$ cat config.mk
export PLATFORM = sky130hd
export DESIGN_NAME = gpmc_regfile_bridge
export DESIGN_NICKNAME = d
export VERILOG_FILES = /design/src/rtl/gpmc_bridge_pkg.sv /design/src/rtl/gpmc_reg_bank.sv /design/src/rtl/gpmc_regfile_bridge.sv
export SDC_FILE = /design/constraint.sdc
export NUM_CORES = 1
export LEC_CHECK = 0
export ABC_AREA = 1
export CORE_MARGIN = 5
export CORE_UTILIZATION = 48
export CTS_CLUSTER_DIAMETER = 60
export CTS_CLUSTER_SIZE = 8
export DETAILED_ROUTE_END_ITERATION = 10
export PLACE_DENSITY = 0.93
export SLEW_MARGIN = 20
export SYNTH_ARGS = -nofsm -noshare
export SYNTH_HDL_FRONTEND = slang
export SYNTH_SLANG_ARGS = --single-unit
$ cat constraint.sdc
create_clock -name clk -period 3.37 [get_ports clk]
set_input_delay 0.5055 -clock clk [delete_from_list [all_inputs] [get_ports clk]]
set_output_delay 0.5055 -clock clk [all_outputs]
set_load 0.01 [all_outputs]
$ cat src/rtl/gpmc_bridge_pkg.sv
// Shared types for the GPMC register-file bridge: FSM state and data-phase beat decode.
package gpmc_bridge_pkg;

  typedef enum logic [1:0] {
    ST_IDLE,
    ST_ADDR,
    ST_DATA
  } gpmc_state_e;

  typedef enum logic [1:0] {
    BEAT_NONE,
    BEAT_WR,
    BEAT_RD,
    BEAT_ERR
  } gpmc_beat_e;

  // Classify a data-phase cycle from the active-low strobes {wein, oen}.
  function automatic gpmc_beat_e decode_beat(input logic wein, input logic oen);
    case ({wein, oen})
      2'b01:   return BEAT_WR;
      2'b10:   return BEAT_RD;
      2'b00:   return BEAT_ERR;
      default: return BEAT_NONE;
    endcase
  endfunction

endpackage

$ cat src/rtl/gpmc_reg_bank.sv
// Register storage with byte-enable merge, read-only status mux and out-of-range read data.
module gpmc_reg_bank
  import gpmc_bridge_pkg::*;
#(
  parameter int unsigned                ADDR_WIDTH = 4,
  parameter int unsigned                DATA_WIDTH = 16,
  parameter int unsigned                NUM_REGS   = 8,
  parameter logic [NUM_REGS-1:0]        RO_MASK    = '0,
  parameter logic [DATA_WIDTH-1:0]      OOR_DATA   = DATA_WIDTH'(16'hBADD)
) (
  input  logic                           clk,
  input  logic                           rst_n,
  input  logic                           i_wr_en,
  input  logic [ADDR_WIDTH-1:0]          i_addr,
  input  logic [DATA_WIDTH-1:0]          i_wdata,
  input  logic [DATA_WIDTH/8-1:0]        i_be_n,
  input  logic [NUM_REGS*DATA_WIDTH-1:0] i_regs_in,
  output logic [DATA_WIDTH-1:0]          o_rdata,
  output logic                           o_in_range,
  output logic                           o_writable,
  output logic [NUM_REGS*DATA_WIDTH-1:0] o_regs_out
);

  localparam int unsigned IW = (NUM_REGS > 1) ? $clog2(NUM_REGS) : 1;
  localparam int unsigned NB = DATA_WIDTH / 8;

  logic [DATA_WIDTH-1:0] r_regs [NUM_REGS];
  logic [IW-1:0]         w_idx;
  logic [DATA_WIDTH-1:0] w_cur;
  logic [DATA_WIDTH-1:0] w_merged;

  assign w_idx      = IW'(i_addr);
  assign o_in_range = (32'(i_addr) < NUM_REGS);
  assign o_writable = o_in_range && !RO_MASK[w_idx];
  assign w_cur      = r_regs[w_idx];

  for (genvar b = 0; b < NB; b++) begin : g_merge
    assign w_merged[b*8 +: 8] = i_be_n[b] ? w_cur[b*8 +: 8] : i_wdata[b*8 +: 8];
  end

  for (genvar g = 0; g < NUM_REGS; g++) begin : g_out
    assign o_regs_out[g*DATA_WIDTH +: DATA_WIDTH] = r_regs[g];
  end

  always_ff @(posedge clk or negedge rst_n) begin
    if (!rst_n) begin
      r_regs <= '{default: '0};
    end else if (i_wr_en && o_writable) begin
      r_regs[w_idx] <= w_merged;
    end
  end

  always_comb begin
    o_rdata = OOR_DATA;
    if (o_in_range) begin
      o_rdata = RO_MASK[w_idx] ? i_regs_in[w_idx*DATA_WIDTH +: DATA_WIDTH] : r_regs[w_idx];
    end
  end

endmodule

$ cat src/rtl/gpmc_regfile_bridge.sv
// GPMC multiplexed-AD slave in front of a NUM_REGS register file.
// Define GPMC_BURST_EN to auto-increment the address pointer after each accepted beat.
module gpmc_regfile_bridge
  import gpmc_bridge_pkg::*;
#(
  parameter int unsigned           ADDR_WIDTH = 4,
  parameter int unsigned           DATA_WIDTH = 16,
  parameter int unsigned           NUM_REGS   = 8,
  parameter logic [NUM_REGS-1:0]   RO_MASK    = '0,
  parameter logic [DATA_WIDTH-1:0] OOR_DATA   = DATA_WIDTH'(16'hBADD)
) (
  input  logic                           clk,
  input  logic                           rst_n,
  input  logic [DATA_WIDTH-1:0]          gpmc_ad_in,
  output logic [DATA_WIDTH-1:0]          gpmc_ad_out,
  output logic                           gpmc_ad_oe,
  input  logic                           gpmc_csn,
  input  logic                           gpmc_advn,
  input  logic                           gpmc_wein,
  input  logic                           gpmc_oen,
  input  logic [DATA_WIDTH/8-1:0]        gpmc_be_n,
  input  logic [NUM_REGS*DATA_WIDTH-1:0] regs_in,
  output logic [NUM_REGS*DATA_WIDTH-1:0] regs_out,
  output logic [NUM_REGS-1:0]            reg_wr_stb,
  output logic [NUM_REGS-1:0]            reg_rd_stb,
  output logic                           proto_err
);

  gpmc_state_e             r_state;
  logic [ADDR_WIDTH-1:0]   r_addr_ptr;
  gpmc_beat_e              w_beat;
  logic                    w_in_data;
  logic                    w_wr_beat;
  logic [DATA_WIDTH-1:0]   w_rdata;
  logic                    w_in_range;
  logic                    w_writable;
  logic [NUM_REGS-1:0]     w_onehot;

  assign w_beat     = decode_beat(gpmc_wein, gpmc_oen);
  assign w_in_data  = !gpmc_csn && gpmc_advn && (r_state == ST_DATA);
  assign w_wr_beat  = w_in_data && (w_beat == BEAT_WR);
  assign w_onehot   = NUM_REGS'(1) << r_addr_ptr;
  assign gpmc_ad_oe = !gpmc_csn && gpmc_advn && !gpmc_oen && gpmc_wein;

  gpmc_reg_bank #(
    .ADDR_WIDTH (ADDR_WIDTH),
    .DATA_WIDTH (DATA_WIDTH),
    .NUM_REGS   (NUM_REGS),
    .RO_MASK    (RO_MASK),
    .OOR_DATA   (OOR_DATA)
  ) u_bank (
    .clk        (clk),
    .rst_n      (rst_n),
    .i_wr_en    (w_wr_beat),
    .i_addr     (r_addr_ptr),
    .i_wdata    (gpmc_ad_in),
    .i_be_n     (gpmc_be_n),
    .i_regs_in  (regs_in),
    .o_rdata    (w_rdata),
    .o_in_range (w_in_range),
    .o_writable (w_writable),
    .o_regs_out (regs_out)
  );

  always_ff @(posedge clk or negedge rst_n) begin
    if (!rst_n) begin
      r_state     <= ST_IDLE;
      r_addr_ptr  <= '0;
      gpmc_ad_out <= '0;
      reg_wr_stb  <= '0;
      reg_rd_stb  <= '0;
      proto_err   <= 1'b0;
    end else begin
      reg_wr_stb <= '0;
      reg_rd_stb <= '0;
      proto_err  <= 1'b0;
      if (gpmc_csn) begin
        r_state <= ST_IDLE;
      end else begin
        case (r_state)
          ST_IDLE: begin
            if (!gpmc_advn) begin
              r_state    <= ST_ADDR;
              r_addr_ptr <= gpmc_ad_in[ADDR_WIDTH-1:0];
            end
          end
          ST_ADDR: begin
            if (gpmc_advn) r_state <= ST_DATA;
            else           r_addr_ptr <= gpmc_ad_in[ADDR_WIDTH-1:0];
          end
          ST_DATA: begin
            if (!gpmc_advn) begin
              r_state    <= ST_ADDR;
              r_addr_ptr <= gpmc_ad_in[ADDR_WIDTH-1:0];
            end else begin
              case (w_beat)
                BEAT_WR: if (w_writable) reg_wr_stb <= w_onehot;
                BEAT_RD: begin
                  gpmc_ad_out <= w_rdata;
                  if (w_in_range) reg_rd_stb <= w_onehot;
                end
                BEAT_ERR: proto_err <= 1'b1;
                default: ;
              endcase
`ifdef GPMC_BURST_EN
              // Pointer advances on every accepted beat, including dropped RO/OOR writes.
              if (w_beat == BEAT_WR || w_beat == BEAT_RD) r_addr_ptr <= r_addr_ptr + 1'b1;
`endif
            end
          end
          default: r_state <= ST_IDLE;
        endcase
      end
    end
  end

endmodule
---- Word-level counts from Yosys, hierarchy flattened ----
Memories as Yosys holds them, arrays and structs flattened.
Cells that the tools add are included.
storage, ports and cells
  word-level logic and storage cells ...... 81
  register bits ........................... 167
  memories ................................ 1
  output and inout port bits .............. 162
  bits in read-only memories .............. 8
  bits of input ports ..................... 152
memories
  name             depth  bits a word  read ports  clocked after memory_dff  wr ports  line                 source
  (no name shown)  8      1            1           0                         0         gpmc_reg_bank.sv:34  assign o_writable = o_in_range && !RO_MASK[w_idx];
operators by class
  reductions and logical operators ........ 18
  shifts and indexed selects .............. 2
  bitwise gates (word level) .............. 3
  eq/ne operators ......................... 9
  magnitude comparators ................... 4
  mux-type cells .......................... 30
operators by type and width
  kind                   number
  $bwmux W128            1
  $shiftx A128 B8 Y16    1
  $mux W8                12
  $mux W16               5
  $bmux W16 S3           1
  $demux W16 S3          1
  $eq A2 B2 Y1 const B   4
  $logic_and A1 B1 Y1    8
  $shl A1 B4 Y8 const A  1
  $eq A2 B1 Y1 const B   3
  $mux W2                3
  $ne A3 B3 Y1 const B   2
  $pmux W2 S3            1
  $mux W1                5
  $ge A4 B4 Y1 const B   1
  $logic_not A2 Y1       2
  $lt A3 B4 Y1 const B   1
  $lt A4 B1 Y1 const B   1
  $lt A4 B4 Y1 const B   1
  $not A3 Y4             1
  $pmux W2 S2            1
  $reduce_and A4 Y1      1
  $logic_not A1 Y1       3
  $reduce_and A3 Y1      1
  4 further kinds        5

---- Depth between registers and ports, before layout ----
  depth in word-level cells ............... 9
  gate-level depth with buffers ........... 10
  depth with buffers taken out ............ 8

---- Cells and area by module ----
A second synthesis with hierarchy kept.
second synthesis, totals
  cells, all modules ...................... 1,135
  area, all modules ....................... 8,493.1 µm²
by module, submodules not included
  module               sequential area each (µm²)  area an instance (µm²)  cells each  instances
  gpmc_reg_bank        3,203.1                     6,877.8                 967         1
  gpmc_regfile_bridge  975.9                       1,615.3                 168         1

---- Worst setup path after synthesis ----
Ideal clock, no wire load.
  kind .................................... input port to flip-flop
  start ................................... input port gpmc_csn
  end ..................................... register u_bank.r_regs, in the netlist u_bank.o_regs_out[85]
  data required time ...................... 3.252 ns
  data arrival time ....................... 1.603 ns
  stages on the path ...................... 9
  library setup time ...................... 0.118 ns
  path slack .............................. 1.649 ns
  path buffers ............................ 1
  cell sequence ........................... inv_1 -> nand2_1 -> nor2_1 -> nand2_4 -> nor3_4 -> inv_2 -> buf_2 -> nand2_1 -> nand2_1
between the ends
  longest elaborated chain between the ends .. 5
ends and longest elaborated chain
  what                               line                       source
  start, declared                    gpmc_regfile_bridge.sv:17  input logic gpmc_csn,
  $logic_not A1 Y1                   gpmc_regfile_bridge.sv:40  assign w_in_data = !gpmc_csn && gpmc_advn && (r_state == ST_DATA);
  $logic_and A1 B1 Y1 (2 in series)  gpmc_regfile_bridge.sv:40
  $logic_and A1 B1 Y1                gpmc_regfile_bridge.sv:41  assign w_wr_beat = w_in_data && (w_beat == BEAT_WR);
  $logic_and A1 B1 Y1                gpmc_reg_bank.sv:48        end else if (i_wr_en && o_writable) begin
  end signal, assigned by index      gpmc_reg_bank.sv:49        r_regs[w_idx] <= w_merged;
  end, declared                      gpmc_reg_bank.sv:27        logic [DATA_WIDTH-1:0] r_regs [NUM_REGS];
Every way passes these cells.
A chain may end at the register's enable or synchronous reset.

---- Worst setup path in the final report ----
  start ................................... register r_addr_ptr[0]
  end ..................................... register u_bank.r_regs, in the netlist u_bank.o_regs_out[79]
between the ends
  longest elaborated chain between the ends .. 6
  elaborated cells on any way between the ends .. 17
  classes of those cells .................. 3 x order compare; 8 x mux; 1 x bitwise; 4 x reduce/logical; 1 x memory
ends and longest elaborated chain
  what                                                                   line                                      source
  start, declared                                                        gpmc_regfile_bridge.sv:30                 logic [ADDR_WIDTH-1:0] r_addr_ptr;
  start signal, assigned                                                 gpmc_regfile_bridge.sv:84                 r_addr_ptr <= gpmc_ad_in[ADDR_WIDTH-1:0];
  start signal, assigned                                                 gpmc_regfile_bridge.sv:89                 else r_addr_ptr <= gpmc_ad_in[ADDR_WIDTH-1:0];
  start signal, assigned                                                 gpmc_regfile_bridge.sv:94                 r_addr_ptr <= gpmc_ad_in[ADDR_WIDTH-1:0];
  $not A3 Y4 (not written as such)                                       gpmc_reg_bank.sv:35, gpmc_reg_bank.sv:49
  $ge A4 B4 Y1 (not written as such), or another cell as far along       gpmc_reg_bank.sv:49
  $logic_and A1 B1 Y1 (not written as such) or $mux W16 (tied branches)  gpmc_reg_bank.sv:49, gpmc_reg_bank.sv:35
  $mux W16, on equally long branches                                     gpmc_reg_bank.sv:49, gpmc_reg_bank.sv:35
  $demux W16 S3 or $mux W8 (tied branches)                               gpmc_reg_bank.sv:49, gpmc_reg_bank.sv:38
  $bwmux W128                                                            gpmc_reg_bank.sv:49
Several ways; a longest one is shown, not always the timed one. The select of a mux whose other input is x is not followed.

==> flow_metrics.py <==
metrics = {
    "cells_and_area": {
        "drive_gt1_share_pct": 6.72,
        "antenna_cells": 0,
        "fin_nets": 1421,
        "nFillCells": 1347,
        "areaGrowthSynthToFinish_pct": 31.8,
    },
    "cts": {
        "cts_tree": "done",
        "cts.path.max_buffers": 2,
        "cts_num_sinks": 167,
        "clk_pin_slew_ns": 0.06,
        "hold_buffers": 0,
        "cts_setup_buffers": 0,
        "h-tree-depth": 4,
        "cts_made_buffers": 17,
        "clk_latency_ns": 0.44,
        "cts_root_buffer": "clkbuf_16",
        "cts-resized-gates": 0,
    },
    "routing": {
        "wl_per_cell_um": 19.3,
        "vias_per_cell": 5.55,
        "drc": 0,
        "finalWirelength_mm": 28.9,
        "drt_pass1_iterations": 6,
        "postRouteAntennaNets": 0,
        "vias": 8323,
        "drt_iter0_drc": 991,
    },
    "synth": {
        "synthCells": 1099,
        "synth_area_leaders": "dfrtp_1 (51%), nand2_1 (21%), nand3_1 (12%)",
        "yosysSeqAreaShare_pct": 51.1,
        "synth_top_cell_area_share_pct": 51.1,
        "async_reset_ff_share_pct": 100,
        "synth_most_common_cell": "nand2_1",
        "ys_ff_latch": 167,
        "synth_cell_types": 20,
        "postSynthAreaPerCell_um2": 7.44,
        "syn-cell-area_um2": 8180,
        "ys.flop_type": "dfrtp_1",
        "synth_fp_nets": 1251,
        "yosysWarnings": 0,
        "synth_edf_count": 0,
        "synth_common_cells": "nand2_1 (456), nand3_1 (193), dfrtp_1 (167)",
        "synth_top_area_cell": "dfrtp_1",
    },
    "timing": {
        "skew_ns": 0.00742,
        "tns_ns": 0,
        "setup_viol": 0,
        "slew_violations": 0,
        "rsz0062_at_grt": "false",
        "relSlewSlack_pct": 47.6,
        "tightest_slew_ns": 0.783,
        "fmaxAchievable_mhz": 365,
        "hold_slack_ns": 0.119,
        "finalCritPeriodShare_pct": 81.2,
        "period_minus_slack_ns": 2.74,
        "hold_viol": 0,
    },
    "place": {
        "gp_congestion": 0.941,
        "hpwlAfterDp_mm": 19.9,
        "portBuffers": 185,
    },
    "grt": {
        "grtUsageTotal_pct": 29.3,
        "antenna_found_initial": 2,
        "grt_max_degree": 83,
        "overflow": 0,
        "grt_pass1_wl_mm": 44.7,
        "first_global_vias": 8073,
    },
    "floorplanning": {
        "die_w_um": 141,
        "start_util_pct": 49.1,
        "core_region_area_um2": 16600,
        "dieArea_um2": 19800,
        "die_h_um": 141,
        "io_pins": 314,
        "placementRows": 47,
    },
    "critical_path": {
        "crit_arrival_ns": 3.06,
        "crit_required_ns": 3.69,
        "end_kind": "flop",
        "startpoint_type": "flop",
        "worst-path-max-fanout": 35,
        "r2r_cells": 8,
        "crit_type": "flop to flop",
    },
    "outcome": {
        "status": "finished clean",
    },
    "power_and_ir_drop": {
        "power_density_nw_per_um2": 450,
        "vdd_drop_max_v": 0.000359,
        "p_leak_uw": 0.00558,
    },
    "run": {
        "maxCapViolCount": 0,
    },
    "min_path": {
        "min_path_type": "input pin to async pin",
    },
}
## critical path: stages, from the launching register on
cell     delay [ns]
dfrtp_2        0.65
inv_2          0.52
nand2_1        0.25
inv_1          0.16
nand2_1        0.13
nor2_4         0.40
inv_2          0.28
nand2_1        0.13
nand2_1        0.07
## state kept, by name (all words and copies together) (netlist names)
name and count:
proto_err 1, u_bank.o_regs_out 128, gpmc_ad_out 16, reg_rd_stb 8
reg_wr_stb 8, r_state 2, r_addr_ptr 4
## worst paths after layout
check / startpoint / end / slack [ns]
worst max-delay path: r_addr_ptr[0] / u_bank.o_regs_out[79] / 0.63
worst min-delay path: rst_n / u_bank.o_regs_out[112] / 0.12
worst max register to register: r_addr_ptr[0] / u_bank.o_regs_out[79] / 0.63
worst min register to register: gpmc_ad_out[10] / gpmc_ad_out[10] / 0.48
max in group asynchronous: rst_n / r_addr_ptr[0] / 2.37
min in group clk: gpmc_ad_out[10] / gpmc_ad_out[10] / 0.48
## area by class of cell
| type | instances | area [um2] | area share, % |
|---|---|---|---|
| sequential | 167 | 4180 | 38.8 |
| timing repair buffer | 202 | 1990 | 18.5 |
| tap | 220 | 275 | 2.55 |
| clock inverter | 9 | 103 | 0.952 |
| inverter | 156 | 586 | 5.43 |
| multi-input combinational | 725 | 3180 | 29.5 |
| clock buffer | 21 | 460 | 4.27 |
## power by group
part           internal [uW]  switching, uW
clock                   1110            788
sequential              2070           78.2
combinational            277            518
total                   3460           1380
## per-stage QoR
step,cell area (um2),utilization (%),instances,worst slack [ns],power (uW)
2_1_floorplan,8180,-,1099,1.65,2600
3_3_place_gp,10200,61.4,1470,0.818,2940
3_5_place_dp,10200,61.4,1470,0.774,2960
4_1_cts,10800,64.8,1500,0.736,4850
5_1_grt,10800,64.8,1500,0.506,5030
6_report,10800,64.8,1500,0.632,4850
## layout by cell type (no fill, tap or decap)
cell type        count
o21ai_0              9
inv_2               15
nand2_1            456
nor2_4               5
clkinvlp_4           3
a2bb2oi_1           11
buf_12               1
nand3_1            193
clkdlybuf4s50_1    184
nor4_1               1
bufinv_16            2
buf_4               16
or2_2               12
nor3_1               5
nand2_4              1
nor2_1              25
dfrtp_2              1
clkbuf_16           17
clkbuf_1             2
nor2_2               1
clkinv_2             4
nor3_4               5
buf_6                1
nor3b_1              1
clkbuf_8             2
inv_1              141
dfrtp_1            166
## routing by layer
layer  part of all wire, %  vias up  global-route usage [%]
met4                   4.7        4                    13.1
met5                 0.080        -                       0
met1                    35     3932                    36.8
li1                      -     3705                       -
met3                    14       95                    11.1
met2                    46      587                    45.3
## logic make-up (layout without fill, tap and decap cells)
group	count (synthesis)	count (layout)	synth area share (%)
AOI/OAI and AO/OA	20	20	1.73
buffers and inverters	207	388	10.0
DFF	167	167	51.1
and+or+nand+nor	705	705	37.2
No activity file was read; power rests on OpenSTA's default activity.
